[src/rtl/keypad_pkg.sv]
// keypad_pkg: shared state, operator and key-class definitions plus the keypad map.
// Latency: n/a (types and a pure function). Backpressure: n/a.
// Key index is {row[1:0], col[1:0]}.
package keypad_pkg;

    typedef enum logic [2:0] {
        ST_SCAN     = 3'd0,
        ST_DEBOUNCE = 3'd1,
        ST_LOAD     = 3'd2,
        ST_STROBE   = 3'd3,
        ST_RELEASE  = 3'd4
    } scan_state_t;

    localparam logic [2:0] OP_ADD = 3'b001;
    localparam logic [2:0] OP_SUB = 3'b010;
    localparam logic [2:0] OP_MUL = 3'b100;

    typedef enum logic [2:0] {
        KC_DIGIT = 3'd0,
        KC_OP    = 3'd1,
        KC_EQ    = 3'd2,
        KC_CLR   = 3'd3,
        KC_NONE  = 3'd4
    } key_class_t;

    typedef struct packed {
        key_class_t cls;
        logic [3:0] val;
    } key_info_t;

    // Operators carry their one-hot code in val[2:0].
    function automatic key_info_t keymap(input logic [3:0] idx);
        key_info_t ki;
        ki.cls = KC_NONE;
        ki.val = 4'd0;
        case (idx)
            4'd0:  begin ki.cls = KC_DIGIT; ki.val = 4'd1; end
            4'd1:  begin ki.cls = KC_DIGIT; ki.val = 4'd2; end
            4'd2:  begin ki.cls = KC_DIGIT; ki.val = 4'd3; end
            4'd3:  begin ki.cls = KC_OP;    ki.val = {1'b0, OP_ADD}; end
            4'd4:  begin ki.cls = KC_DIGIT; ki.val = 4'd4; end
            4'd5:  begin ki.cls = KC_DIGIT; ki.val = 4'd5; end
            4'd6:  begin ki.cls = KC_DIGIT; ki.val = 4'd6; end
            4'd7:  begin ki.cls = KC_OP;    ki.val = {1'b0, OP_SUB}; end
            4'd8:  begin ki.cls = KC_DIGIT; ki.val = 4'd7; end
            4'd9:  begin ki.cls = KC_DIGIT; ki.val = 4'd8; end
            4'd10: begin ki.cls = KC_DIGIT; ki.val = 4'd9; end
            4'd11: begin ki.cls = KC_OP;    ki.val = {1'b0, OP_MUL}; end
            4'd13: begin ki.cls = KC_DIGIT; ki.val = 4'd0; end
            4'd14: ki.cls = KC_EQ;
            4'd15: ki.cls = KC_CLR;
            default: ki.cls = KC_NONE;
        endcase
        return ki;
    endfunction

endpackage

[src/rtl/keypad_sync.sv]
// keypad_sync: 2-flop synchronizer for the asynchronous keypad row inputs.
// Latency: 2 clk cycles. Backpressure: none.
// Reset clears both stages so no stale key survives RST.
module keypad_sync #(
    parameter int WIDTH = 4
) (
    input  logic             clk,
    input  logic             RST,
    input  logic [WIDTH-1:0] din,
    output logic [WIDTH-1:0] dout
);

    logic [WIDTH-1:0] meta;

    always_ff @(posedge clk) begin
        if (RST) begin
            meta <= '0;
            dout <= '0;
        end else begin
            meta <= din;
            dout <= meta;
        end
    end

endmodule

[src/rtl/keypad_scanner.sv]
// keypad_scanner: scans/debounces a 4x4 keypad and decodes presses into gencon's digit, operator, equal and clear inputs.
// Latency: 2-cycle sync + DEBOUNCE_CNT stable cycles to LOAD; read_input follows keypad_input by one cycle.
// Backpressure: none; equal_input holds until complete. KEYPAD_AUTOREPEAT_EN enables digit auto-repeat.
module keypad_scanner
    import keypad_pkg::*;
#(
    parameter int SCAN_DIV     = 1000,
    parameter int DEBOUNCE_CNT = 20000,
    parameter int REPEAT_DELAY = 500000,
    parameter int REPEAT_RATE  = 100000
) (
    input  logic       clk,
    input  logic       RST,
    input  logic [3:0] row_sense,
    output logic [3:0] col_drive,
    input  logic       complete,
    output logic [3:0] keypad_input,
    output logic       read_input,
    output logic [2:0] operator_input,
    output logic       equal_input,
    output logic       clear_output
);

    // Rows lag the column drive by the 2-cycle synchronizer, so a column is
    // only sampled from its third cycle on; the dwell is stretched to fit one sample.
    localparam int DWELL = (SCAN_DIV < 3) ? 3 : SCAN_DIV;
    localparam int M1    = (DWELL > DEBOUNCE_CNT) ? DWELL : DEBOUNCE_CNT;
    localparam int M2    = (REPEAT_DELAY > REPEAT_RATE) ? REPEAT_DELAY : REPEAT_RATE;
    localparam int MAXP  = (M1 > M2) ? M1 : M2;
    localparam int CW    = $clog2(MAXP + 1);

    localparam logic [CW-1:0] DWELL_LAST = CW'(DWELL - 1);
    localparam logic [CW-1:0] DEB_LAST   = CW'(DEBOUNCE_CNT - 1);
    localparam logic [CW-1:0] SETTLED    = CW'(2);

    logic [3:0]  row_sync;
    scan_state_t state;
    logic [CW-1:0] div_cnt;
    logic [CW-1:0] cnt;
    logic [3:0]  key_idx;
    logic [3:0]  key_rows;
    logic        strobe_en;
    logic [1:0]  row_enc;
    logic [1:0]  col_enc;
    logic        row_one;
    key_info_t   ki;

`ifdef KEYPAD_AUTOREPEAT_EN
    localparam logic [CW-1:0] REP_D_LAST = CW'(REPEAT_DELAY - 1);
    localparam logic [CW-1:0] REP_R_LAST = CW'(REPEAT_RATE - 1);
    logic [CW-1:0] rep_cnt;
    logic          rep_first;
`endif

    keypad_sync #(.WIDTH(4)) u_sync (
        .clk  (clk),
        .RST  (RST),
        .din  (row_sense),
        .dout (row_sync)
    );

    assign row_one = (row_sync != 4'd0) && ((row_sync & (row_sync - 4'd1)) == 4'd0);
    assign ki      = keymap(key_idx);

    always_comb begin
        row_enc = 2'd0;
        col_enc = 2'd0;
        for (int i = 0; i < 4; i++) begin
            if (row_sync[i])  row_enc = 2'(i);
            if (col_drive[i]) col_enc = 2'(i);
        end
    end

    always_ff @(posedge clk) begin
        if (RST) begin
            state          <= ST_SCAN;
            col_drive      <= 4'b0001;
            div_cnt        <= '0;
            cnt            <= '0;
            key_idx        <= 4'd0;
            key_rows       <= 4'd0;
            strobe_en      <= 1'b0;
            keypad_input   <= 4'd0;
            read_input     <= 1'b0;
            operator_input <= 3'b000;
            equal_input    <= 1'b0;
            clear_output   <= 1'b0;
`ifdef KEYPAD_AUTOREPEAT_EN
            rep_cnt        <= '0;
            rep_first      <= 1'b1;
`endif
        end else begin
            read_input   <= 1'b0;
            clear_output <= 1'b0;
            if (equal_input && complete) equal_input <= 1'b0;

            case (state)
                ST_SCAN: begin
                    if (div_cnt >= SETTLED && row_one) begin
                        key_idx  <= {row_enc, col_enc};
                        key_rows <= row_sync;
                        cnt      <= '0;
                        state    <= ST_DEBOUNCE;
                    end else if (div_cnt == DWELL_LAST) begin
                        col_drive <= {col_drive[2:0], col_drive[3]};
                        div_cnt   <= '0;
                    end else begin
                        div_cnt <= div_cnt + 1'b1;
                    end
                end
                ST_DEBOUNCE: begin
                    if (row_sync != key_rows) begin
                        col_drive <= {col_drive[2:0], col_drive[3]};
                        div_cnt   <= '0;
                        state     <= ST_SCAN;
                    end else if (cnt == DEB_LAST) begin
                        state <= ST_LOAD;
                    end else begin
                        cnt <= cnt + 1'b1;
                    end
                end
                ST_LOAD: begin
                    state     <= ST_STROBE;
                    strobe_en <= 1'b0;
                    // A pending equal request swallows everything except clear.
                    case (ki.cls)
                        KC_DIGIT: if (!equal_input) begin
                            keypad_input <= ki.val;
                            strobe_en    <= 1'b1;
                        end
                        KC_OP: if (!equal_input) operator_input <= ki.val[2:0];
                        KC_EQ: if (!equal_input) equal_input <= 1'b1;
                        KC_CLR: begin
                            clear_output   <= 1'b1;
                            operator_input <= 3'b000;
                            equal_input    <= 1'b0;
                            keypad_input   <= 4'd0;
                        end
                        default: ;
                    endcase
                end
                ST_STROBE: begin
                    read_input <= strobe_en;
                    cnt        <= '0;
                    state      <= ST_RELEASE;
`ifdef KEYPAD_AUTOREPEAT_EN
                    rep_cnt    <= '0;
                    rep_first  <= 1'b1;
`endif
                end
                ST_RELEASE: begin
                    if (row_sync != 4'd0) begin
                        cnt <= '0;
                    end else if (cnt == DEB_LAST) begin
                        div_cnt <= '0;
                        state   <= ST_SCAN;
                    end else begin
                        cnt <= cnt + 1'b1;
                    end
`ifdef KEYPAD_AUTOREPEAT_EN
                    if (strobe_en && row_sync == key_rows) begin
                        if (rep_cnt == (rep_first ? REP_D_LAST : REP_R_LAST)) begin
                            read_input <= 1'b1;
                            rep_cnt    <= '0;
                            rep_first  <= 1'b0;
                        end else if (rep_cnt != '1) begin
                            rep_cnt <= rep_cnt + 1'b1;
                        end
                    end
`endif
                end
                default: state <= ST_SCAN;
            endcase
        end
    end

endmodule
[config.mk]
export PLATFORM = sky130hd
export DESIGN_NAME = keypad_scanner
export DESIGN_NICKNAME = d
export VERILOG_FILES = /design/src/rtl/keypad_pkg.sv /design/src/rtl/keypad_sync.sv /design/src/rtl/keypad_scanner.sv
export SDC_FILE = /design/constraint.sdc
export NUM_CORES = 1
export LEC_CHECK = 0
export ABC_AREA = 1
export BUFFER_PORTS_ARGS = -buffer_cell sky130_fd_sc_hd__clkbuf_2
export CAP_MARGIN = 20
export CORE_ASPECT_RATIO = 1.2
export CORE_MARGIN = 1.5
export CORE_UTILIZATION = 60
export CTS_BUF_LIST = sky130_fd_sc_hd__clkbuf_4
export DETAILED_ROUTE_END_ITERATION = 8
export GPL_TIMING_DRIVEN = 0
export HOLD_SLACK_MARGIN = 0.1
export PLACE_DENSITY = 0.86
export SYNTH_ARGS = -nofsm -noshare
export SYNTH_HDL_FRONTEND = slang
export SYNTH_SLANG_ARGS = --single-unit
[constraint.sdc]
create_clock -name clk -period 2.3 [get_ports clk]
set_input_delay 0.575 -clock clk [delete_from_list [all_inputs] [get_ports clk]]
set_output_delay 0.575 -clock clk [all_outputs]
set_load 0.02 [all_outputs]
# After elaboration in Yosys (flattened, before gate mapping)
# Cells that the tools add are included.
# Widths: inputs -> output; s select.
# word_totals
elab_cells	122
ff_bits	72
# op_classes
n_bitwise	3
eq_ne	34
n_reduce_logical	27
n_addsub	3
magnitude_cmp	1
muxes	40
# op_table
op	n
$mux 19	9
$pmux 19 s4	1
$pmux 19 s3	1
$add 19x1->19 const B	2
$pmux 4 s9	1
$eq 4x4->1 const B	7
$eq 19x10->1 const B	1
$eq 19x15->1 const B	1
$ge 19x2->1 const B	1
$mux 3	6
$ne 2x2->1 const B	9
$eq 4x3->1 const B	4
$mux 4	4
$pmux 4 s2	2
$pmux 3 s5	1
$eq 3x2->1 const B	4
$pmux 3 s4	1
$reduce_or 10->1	1
$reduce_or 2->1	5
$reduce_and 3->1	3
$eq 4x2->1 const B	2
$logic_not 4->1	2
$mux 1	8
$mux 2	4
19 further kinds	28

# Logic depth before layout (Yosys ltp)
# depth
ltp_word	7
mapped_depth	14
ltp_nobuf	13

# By module
# A second synthesis with hierarchy kept.
# hier_totals
cells_unflattened	709
hier_area_um2	4399.2
# by_module_without_submodules
module	seq_area_each_um2	area_each_um2	cells_each	n_inst
keypad_scanner	1281.2	4167.7	684	1
keypad_sync	160.2	231.5	25	1

# Worst setup path before layout
# OpenSTA, ideal clock, no wires.
# synth_timing
path_kind	reg-to-reg
start	register cnt[0]
end	register div_cnt[14]
setup_slack_ps	583
required_ps	2168
setup_time_ps	132
arrival_time_ps	1585
path_stages_with_launch	12
n_path_buf	1
path_cell_list	dfxtp_1 > ha_1 > nand3_2 > inv_1 > nand3_2 > nor2_4 > nor2_2 > nor2_8 > nand2_4 > buf_6 > nand2_1 > a21oi_1
# synth_between
elab_chain_cells	3
# synth_lines
element	line_no	rtl
start, declared	keypad_scanner.sv:39	logic [CW-1:0] cnt;
start signal, assigned	keypad_scanner.sv:119	cnt <= cnt + 1'b1;
start signal, assigned	keypad_scanner.sv:158	cnt <= cnt + 1'b1;
$eq 19x15->1	keypad_scanner.sv:154	end else if (cnt == DEB_LAST) begin
$ne 2x2->1 (no source line)	n/a	
$reduce_and 5->1 (no source line)	n/a	
end signal, assigned	keypad_scanner.sv:108	div_cnt <= div_cnt + 1'b1;
end, declared	keypad_scanner.sv:38	logic [CW-1:0] div_cnt;
# Every way passes these cells.
# A chain may end at the register's enable or synchronous reset.

# Final worst setup path
# layout_timing
start	register cnt[0]
end	register div_cnt[3]
# Same word-level chain as after synthesis.

==> flow_metrics.tcl <==
set metrics [dict create \
    clock_sinks 72 \
    cp_slowest_cell "dfxtp_1" \
    post-route-period-util_pct 92.3 \
    placed_cells 838 \
    maxCapViolations 0 \
    start_kind "flip-flop" \
    cts_buffer_depth 2 \
    synth_warnings 0 \
    rsz0062_at_grt "true" \
    synth.most_common_cell "nand2_1" \
    port_buffers 19 \
    drc 0 \
    cpPeakStageDelay_ns 0.41 \
    cpMostUsedCell "nand3_2" \
    cts_made_buffers 9 \
    ant_nets 0 \
    vias 4603 \
    async_flop_share_pct 0 \
    finish.instance_area_mm2 0.00483 \
    diodes 0 \
    endpoint_kind "flip-flop" \
    worst_pin_slew_ns 0.663 \
    dieArea_mm2 0.00796 \
    antenna_found_initial 0 \
    hp-class "in2reg" \
    dieWidth_um 81.7 \
    grt_pass1_wl_um 18800 \
    root_buffer "clkbuf_4" \
    cp_top_family "simple AND/OR/NAND/NOR gates" \
    syn_avg_cell_area_um2 6.12 \
    slew_violations 0 \
    die_h_um 97.5 \
    synth_seq_cells 72 \
    postRouteWirelength_um 11000 \
    htreeDepth 3 \
    path_buf_inv 2 \
    path_cells "ha_1 > nand3_2 > inv_1 > nand3_2 > nor2_4 > nor2_2 > nor2_8 > nand2_4 > buf_6 > nand2_1 > a21oi_1" \
    cp.required_ns 2.60 \
    drt-vias-per-instance 5.39 \
    ir_drop_v 0.000841 \
    tritoncts "done" \
    synth_cell_types 33 \
    clk_pin_slew_ns 0.13 \
    grt_max_degree 14 \
    synth_top_flop_cell "dfxtp_1" \
    grt_pass1_vias 4360 \
    fmax_mhz 471 \
    syn_area_mm2 0.00446 \
    io_pins 21 \
    core_area_mm2 0.00723 \
    crit_type "reg2reg" \
    start_util_pct 61.7 \
    drt_first_pass_iters 5 \
    layout.nets 769 \
    syn_inst 729 \
    stdcell_count 854 \
    tns_ns 0 \
    syn_nets 739 \
    drt_iter0_markers 312 \
    insertion_delay_ns 0.45 \
    yosysTopAreaCellShare_pct 32.3 \
    dpl-instance-area_mm2 0.00467 \
    area_growth_pct 8.36 \
    status "finished, final reports clean" \
    yosysTopAreaCell "dfxtp_1" \
    grtUsageTotal_pct 29.8 \
    synth-seq-area-share_pct 32.3 \
    synth_common_cells "nand2_1 (214), nor2_1 (116), inv_1 (76)" \
    dpl.hpwl_um 8200 \
    drive_gt1_share_pct 11.4 \
    postCtsHoldBufs 0 \
    post_drt_wl_per_cell_um 12.9 \
    synth_edf_count 0 \
    synth.area.top_cells "dfxtp_1 (32%), nand2_1 (18%), nor2_1 (9.8%), nand3_1 (7.0%), inv_1 (6.4%)" \
    setup_viol 0 \
    gr-total-overflow 0 \
    crit_arrival_ns 2.42 \
    min_period_ns 2.12 \
    power_density_mw_per_mm2 732 \
    worst_clock_skew_ns 0.0189 \
    place.gp.congestion 0.989 \
    num_rows 34 \
    p_leak_nw 2.03 \
    cp_max_fo 10 \
    finalHoldViolations 0 \
    slew_headroom_pct 55.8 \
]
metal layers:
layer	GRT usage [%]	routed length, um
met3	3.85	537
met5	0	0
met2	52.4	5490
met4	12.4	247
met1	35.5	4750
worst paths after layout:
| check | from | to | slack [ns] | cells past startpoint |
|---|---|---|---|---|
| max | cnt[0]$_SDFFE_PP0P_ | div_cnt[3]$_SDFFE_PP0P_ | 0.18 | 11 |
| min | row_sense[1] | u_sync.meta[1]$_SDFF_PP0_ | 0.30 | 3 |
| max reg2reg | cnt[0]$_SDFFE_PP0P_ | div_cnt[3]$_SDFFE_PP0P_ | 0.18 | 11 |
| min reg2reg | u_sync.meta[2]$_SDFF_PP0_ | u_sync.dout[2]$_SDFF_PP0_ | 0.42 | 2 |
metrics by stage:
stage | worst slack [ns] | hold slack (ns) | util [%] | total power [W]
2_1_floorplan | 0.583 | 0.388 | - | 0.00230
3_3_place_gp | 0.257 | 0.400 | 64.6 | 0.00255
3_5_place_dp | 0.222 | 0.398 | 64.6 | 0.00259
4_1_cts | 0.170 | 0.290 | 66.8 | 0.00354
5_1_grt | -0.0147 | 0.310 | 66.8 | 0.00373
6_report | 0.178 | 0.301 | 66.8 | 0.00354
where the power goes:
part           total [W]  internal [W]  switching (W)
registers        0.00145       0.00135      0.0000997
clock network   0.000955      0.000459       0.000496
logic            0.00114      0.000349       0.000790
worst register-to-register path: stages (launching register included):
cell     delay (ns)
dfxtp_1        0.41
ha_1           0.34
nand3_2        0.18
inv_1          0.16
nand3_2        0.11
nor2_4         0.11
nor2_2         0.07
nor2_8         0.18
nand2_4        0.14
buf_6          0.17
nand2_1        0.06
a21oi_1        0.06
logic make-up after synthesis:
group           count (synthesis)  share of synthesized area (%)
fa+ha+maj                       3                          0.842
buf+inv                       106                           9.76
flops                          72                           32.3
compound gates                 90                           11.1
simple gates                  445                           43.5
xor+xnor                       13                           2.55
placed cells by master, fill, tap and decap left out, drive strengths merged, types with 3 or more instances in the layout:
| cell type | synthesis | routed |
|---|---|---|
| nor3 | 10 | 10 |
| dfxtp | 72 | 72 |
| nand3 | 67 | 67 |
| xor2 | 10 | 10 |
| a21oi | 54 | 54 |
| nor2 | 128 | 128 |
| xnor2 | 3 | 3 |
| nand4 | 12 | 12 |
| o22ai | 3 | 3 |
| buf | 13 | 13 |
| nand2 | 225 | 225 |
| ha | 3 | 3 |
| inv | 84 | 86 |
| o21ai | 26 | 26 |
| clkbuf | 8 | 37 |
| o21bai | 3 | 3 |
state kept, by name, indices dropped and copies added, names as in the netlist:
register,count
u_sync.dout,4
keypad_input,4
col_drive,4
equal_input,1
operator_input,3
read_input,1
key_rows,4
clear_output,1
state,3
u_sync.meta,4
key_idx,4
cnt,19
strobe_en,1
div_cnt,19
timing repair:
action	4_1_cts	5_1_grt
endpoints found under the setup margin	0	1
gates resized for setup	0	0
hold endpoints to repair	0	0
setup buffers	0	0
area by class of cell:
cell class / instances / area [um^2]
clock buffers: 10 / 75.1
clock inverters: 6 / 90.1
inverters: 85 / 319
well taps: 90 / 113
repair buffers: 19 / 95.1
flip-flops and latches: 72 / 1440
multi-input cells: 551 / 2580
plain buffers: 21 / 116
fillers: 682 / 2400
(Power assumes the default switching activity.)
